`config.mk`:
```
export PLATFORM = sky130hd
export DESIGN_NAME = div4_seq
export DESIGN_NICKNAME = d
export VERILOG_FILES = /design/src/rtl/div4_seq.sv
export SDC_FILE = /design/constraint.sdc
export NUM_CORES = 1
export LEC_CHECK = 0
export ABC_AREA = 1
export CORE_ASPECT_RATIO = 1.5
export CORE_MARGIN = 4
export CORE_UTILIZATION = 55
export CTS_BUF_LIST = sky130_fd_sc_hd__clkbuf_4
export DETAILED_ROUTE_END_ITERATION = 10
export PLACE_DENSITY = 0.84
export SYNTH_ARGS = -nofsm -noshare
export SYNTH_HDL_FRONTEND = slang
export SYNTH_SLANG_ARGS = --single-unit
```
`constraint.sdc`:
```
create_clock -name clk -period 4.13 [get_ports clk]
set_input_delay 0.826 -clock clk [delete_from_list [all_inputs] [get_ports clk]]
set_output_delay 0.826 -clock clk [all_outputs]
set_load 0.005 [all_outputs]
```
`src/rtl/div4_seq.sv`:
```
// Sequential restoring divider: 2N-bit dividend / N-bit divisor, one quotient bit per clock.
// Shares the init/busy/done handshake of the shift-add multiplier.
module div4_seq #(
   parameter int N = 4
) (
   input  logic           clk,
   input  logic           rst,
   input  logic           init,
   input  logic [2*N-1:0] A,
   input  logic [N-1:0]   B,
   output logic [2*N-1:0] Q,
   output logic [N-1:0]   R,
   output logic           busy,
   output logic           done,
   output logic           dbz
);

   localparam int CW = $clog2(2*N) + 1;
   localparam logic [CW-1:0] LAST_STEP = CW'(2*N - 1);

   typedef enum logic [1:0] {
      S_IDLE,
      S_RUN,
      S_DONE
   } state_t;

   state_t         state_q, state_d;
   logic [CW-1:0]  cnt_q, cnt_d;
   logic [2*N-1:0] q_q, q_d;
   logic [N-1:0]   r_q, r_d;
   logic           done_q, done_d;
   logic           dbz_q, dbz_d;

   // datapath registers, not reset: always loaded on accept before use
   logic [2*N-1:0] dvd_q, dvd_d;
   logic [N-1:0]   dvs_q, dvs_d;
   logic [N:0]     rem_q, rem_d;
   logic [2*N-1:0] quo_q, quo_d;

   logic [N:0]          rem_sh;
   logic signed [N+1:0] trial;
   logic                qbit;
   logic [N:0]          rem_nx;
   logic [2*N-1:0]      quo_nx;

   // One restoring step: shift in dividend MSB, trial-subtract, keep or restore
   always_comb begin
      rem_sh = {rem_q[N-1:0], dvd_q[2*N-1]};
      trial  = $signed({1'b0, rem_sh}) - $signed({2'b00, dvs_q});
      qbit   = ~trial[N+1];
      rem_nx = qbit ? trial[N:0] : rem_sh;
      quo_nx = {quo_q[2*N-2:0], qbit};
   end

   always_comb begin
      state_d = state_q;
      cnt_d   = cnt_q;
      q_d     = q_q;
      r_d     = r_q;
      dbz_d   = dbz_q;
      done_d  = 1'b0;
      dvd_d   = dvd_q;
      dvs_d   = dvs_q;
      rem_d   = rem_q;
      quo_d   = quo_q;

      case (state_q)
         S_IDLE: begin
            if (init) begin
               dvd_d = A;
               dvs_d = B;
               rem_d = '0;
               quo_d = '0;
               cnt_d = '0;
               if (B != '0) begin
                  state_d = S_RUN;
               end else begin
                  state_d = S_DONE;
                  q_d     = '1;
                  r_d     = '0;
                  dbz_d   = 1'b1;
                  done_d  = 1'b1;
               end
            end
         end
         S_RUN: begin
            dvd_d = {dvd_q[2*N-2:0], 1'b0};
            rem_d = rem_nx;
            quo_d = quo_nx;
            cnt_d = cnt_q + CW'(1);
            if (cnt_q == LAST_STEP) begin
               state_d = S_DONE;
               q_d     = quo_nx;
               r_d     = rem_nx[N-1:0];
               dbz_d   = 1'b0;
               done_d  = 1'b1;
            end
         end
         S_DONE: begin
            state_d = S_IDLE;
         end
         default: begin
            state_d = S_IDLE;
         end
      endcase
   end

   always_ff @(posedge clk) begin
      if (rst) begin
         state_q <= S_IDLE;
         cnt_q   <= '0;
         q_q     <= '0;
         r_q     <= '0;
         done_q  <= 1'b0;
         dbz_q   <= 1'b0;
      end else begin
         state_q <= state_d;
         cnt_q   <= cnt_d;
         q_q     <= q_d;
         r_q     <= r_d;
         done_q  <= done_d;
         dbz_q   <= dbz_d;
      end
   end

   always_ff @(posedge clk) begin
      dvd_q <= dvd_d;
      dvs_q <= dvs_d;
      rem_q <= rem_d;
      quo_q <= quo_d;
   end

   assign Q    = q_q;
   assign R    = r_q;
   assign done = done_q;
   assign dbz  = dbz_q;
   assign busy = (state_q == S_RUN);

endmodule

```
# After elaboration in Yosys (flattened, before gate mapping)
# Cells that the tools add are included.
[totals]
ff_bits = 43
latch_bits = 0
ram_bits = 0
rom_bits = 0
inputBits = 15
output_inout_bits = 15
wordCells = 54
n_memories = 0
[classes]
addsub = 2
multipliers = 0
n_div = 0
order_cmp = 0
n_eq_ne = 5
shifts = 0
muxes = 29
bitwise = 1
n_reduce_logical = 7
[op_table]
columns = ["operator", "n"]
rows = [
  ["$mux W8", 4],
  ["$pmux W8 S2", 2],
  ["$mux W4", 6],
  ["$pmux W4 S2", 3],
  ["$pmux W7 S2", 1],
  ["$mux W7", 1],
  ["$mux W1", 6],
  ["$mux W2", 3],
  ["$reduce_and A2 Y1", 3],
  ["$sub A5 B4 Y6", 1],
  ["$add A4 B1 Y4 const B", 1],
  ["$eq A4 B3 Y1 const B", 1],
  ["$ne A2 B2 Y1 const B", 2],
  ["$pmux W1 S2", 2],
  ["$pmux W2 S2", 1],
  ["$reduce_and A4 Y1", 1],
  ["$reduce_bool A4 Y1", 1],
  ["$eq A2 B1 Y1 const B", 1],
  ["$logic_not A2 Y1", 1],
  ["$ne A2 B1 Y1 const B", 1],
  ["$reduce_bool A2 Y1", 1],
  ["$not A1 Y1", 1],
]

# Longest topological paths before layout
[depth]
depth_word = 4
depth_mapped = 11
depth_no_buf = 11

# Worst setup path before layout
# OpenSTA, ideal clock, no wires.
[synth_timing]
path_kind = "input port to flip-flop"
startpoint = "input init"
endpoint = "register dvd_q[0] (enable)"
setup_time_ns = 0.375
arrival_time_ns = 1.495
required_time_ns = 3.755
slack_ns = 2.260
path_stages = 4
n_path_buf = 0
path_cell_list = "nand3_2 inv_2 nor2_1 inv_1"
[synth_via]
elab_chain_cells = 2
[synth_rtl]
columns = ["item", "line_no", "text"]
rows = [
  ["from (decl)", "8", "input logic init,"],
  ["$ne A2 B2 Y1 (no line)", "-", ""],
  ["$reduce_and A2 Y1 (no line)", "-", ""],
  ["to (signal assigned)", "127", "dvd_q <= dvd_d;"],
  ["to (decl)", "35", "logic [2*N-1:0] dvd_q, dvd_d;"],
]
# Every way passes these cells.
# A chain may end at the register's enable or synchronous reset.

# Final worst setup path
[layout_timing]
startpoint = "register state_q[0]"
endpoint = "output busy"
[layout_via]
elab_chain_cells = 1
[layout_rtl]
columns = ["item", "line_no", "text"]
rows = [
  ["from (decl)", "27", "state_t state_q, state_d;"],
  ["from (signal assigned)", "117", "state_q <= state_d;"],
  ["$eq A2 B1 Y1", "137", "assign busy = (state_q == S_RUN);"],
  ["to (decl)", "13", "output logic busy,"],
]
# Every way passes these cells.

==> metrics.csv <==
metric,value,unit
post-synth-top-area-cell,edfxtp_1,
critPathMaxStageDelay,0.62,ns
overflow,0,
rsz0062_at_grt,no,
ys_seq_area_share,54.5,%
synth_top_area_share,34.5,%
wl_per_cell,12.9,um
min_from,dbz,
detailroute.via_count,1455,
cts_setup_buffers,0,
die_y,81.9,um
hold_class,reg2reg,
slew-limit-headroom,50.5,%
whs,0.470,ns
fin_crit,2.66,ns
power_density,406,mW/mm^2
cts_max_path_buffers,2,
final_cells,287,
antenna_found_initial,0,
cts_root_buffer,clkbuf_4,
crit_slowest_cell,clkdlybuf4s50_1,
row_count,26,
clock_latency,0.35,ns
vdd_ir_drop_max,0.345,mV
outcome,completed,
vias_per_cell,5.07,
r2r-start,state_q[0],
track_usage,17.9,%
routabilityCongestion,0.801,
critPathBufInv,2,
ios,30,
dieArea,0.00469,mm^2
first_iter_violations,45,
wl_met1,1.58,mm
clkSlewWorstSetupHoldPaths,0.13,ns
leakagePower,0.00102,uW
design_area,0.00239,mm^2
postCtsHoldBufs,0,
synth_warnings,0,
crit_path_max_fanout,25,
wl_met3,154,um
synth_edf_count,23,
ant_nets,0,
fp.dieW,57.3,um
worstSetupEndpointType,primary output,
ys_ff_latch,43,
cts_resized,0,
clock-skew-final,0.00516,ns
final_cell_mix,"nand2_1 (49), inv_1 (35), clkdlybuf4s50_1 (29)",
synthCells,215,
worst_ep_arrival_time,1.84,ns
crit_family,buffers and inverters,
fmax,0.376,GHz
placed_area,0.00229,mm^2
grt_pass1_wl,6.34,mm
dpl.cell_count,279,
worstSetupPathType,reg2out,
initial_utilization,58.1,%
start_kind,flop,
layout-drive-gt1-share,13.5,%
drc,0,
cts_made_buffers,5,
ys.flop_type,edfxtp_1,
hold_depth,2,
antenna_cells_inserted,0,
htree_num_levels,2,
worstPathCellList,"inv_2, nor2_4, clkdlybuf4s50_1",
grt_max_degree,26,
core_area,0.00345,mm^2
final_nets,265,
cts_tree,done,
reg2reg_setup_slack,2.17,ns
synth.distinct_cells,29,
synth_area_per_cell,9.31,um^2
final_max_slew_viol_count,0,
fillers,274,
layout_commonest_cell,nand2_1,
r2r_cells,4,
finalCritPeriodShare,64.5,%
dp_hpwl,2.65,mm
wl,3.71,mm
required,3.30,ns
setup_violations,0,
synth_area,0.00200,mm^2
tns,0,ns
dr.pass1.iters,4,
area_delta_synth_final,19.6,%
regToRegEndpoint,quo_q[1],
portBuffers,29,
worstMarginPinSlew,0.742,ns
synthArstFlopShare,0,%
routed.top_layer,met4,
synthTopCellsByArea,"edfxtp_1 (35%), dfxtp_1 (20%), nand2_1 (9.2%), inv_1 (6.6%), ha_1 (3.1%)",
wl_met2,1.92,mm
syn_nets,236,
max-cap-violations,0,
cts.sinks,43,
hold_end,dbz,
grt_pass1_vias,1431,
hold_violations,0,
## area by class of cell
cell class                 instances  area, um^2  share of cell area (%)
clock buffer                       5        37.5                    1.57
clock inverter                     3        67.6                    2.82
inverter                          39         146                    6.12
multi-input combinational        126         708                    29.6
sequential                        43        1090                    45.6
tap                               42        52.6                    2.20
timing repair buffer              29         290                    12.1
## metrics by stage
stage / util (%) / power, uW / setup slack (ns)
finish: 69.4 / 972 / 1.47
global route: 69.4 / 1020 / 1.34
CTS: 69.4 / 978 / 1.47
detailed placement: 66.4 / 653 / 1.53
global placement: 66.4 / 647 / 1.59
floorplan: - / 609 / 2.26
## tightest hold or removal path: stages (launching register included)
cell and delay (ns):
dfxtp_1 0.33, nand2_1 0.06, a21oi_1 0.05
## power by group
group / switching (uW) / leakage (uW) / internal (uW) / total, uW
clock network: 139 / 0.0000514 / 188 / 327
registers: 17.1 / 0.000394 / 491 / 508
logic: 84.7 / 0.000574 / 51.7 / 136
## state kept, by name (all words and copies together) (netlist names)
signal / flops
rem_q: 4
quo_q: 7
Q: 8
done: 1
cnt_q: 4
dvs_q: 4
R: 4
state_q: 2
dvd_q: 8
dbz: 1
## synth_stat cells (2+ instances only)
cell type / n
a21oi_2: 6
inv_1: 35
o21ai_2: 6
buf_2: 2
edfxtp_1: 23
nand4_1: 6
o21ai_0: 9
a21oi_1: 8
nand3_2: 3
dfxtp_1: 20
ha_1: 5
nand3_1: 10
inv_2: 4
nand2_1: 49
nor2_1: 14
nor2_2: 2
## worst max path at each step
stage                    end  slack [ns]        from  cells past startpoint
floorplan           dvd_q[0]        2.26        init                      4
global placement    dvd_q[0]        1.59        init                      5
detailed placement  quo_q[1]        1.53        init                      5
CTS                     busy        1.47  state_q[0]                      3
global route            busy        1.34  state_q[0]                      3
finish                  busy        1.47  state_q[0]                      3
## kinds of logic (layout without fill, tap and decap cells)
logic type | Yosys count | after routing | share of synthesized area (%)
AO/OA/AOI/OAI | 31 | 31 | 10.3
XOR/XNOR | 1 | 1 | 0.438
adder cells (fa/ha/maj) | 6 | 6 | 4.13
buffers and inverters | 46 | 76 | 10.1
flip-flops | 43 | 43 | 54.5
AND/OR/NAND/NOR | 88 | 88 | 20.6
## per-layer routing
layer | vias up | track usage, %
met3 | 5 | 5.19
met1 | 674 | 19.7
met4 | 0 | 8.82
met5 | - | 0
met2 | 28 | 31.2
li1 | 748 | -
Power figures use the tool's default switching activity.
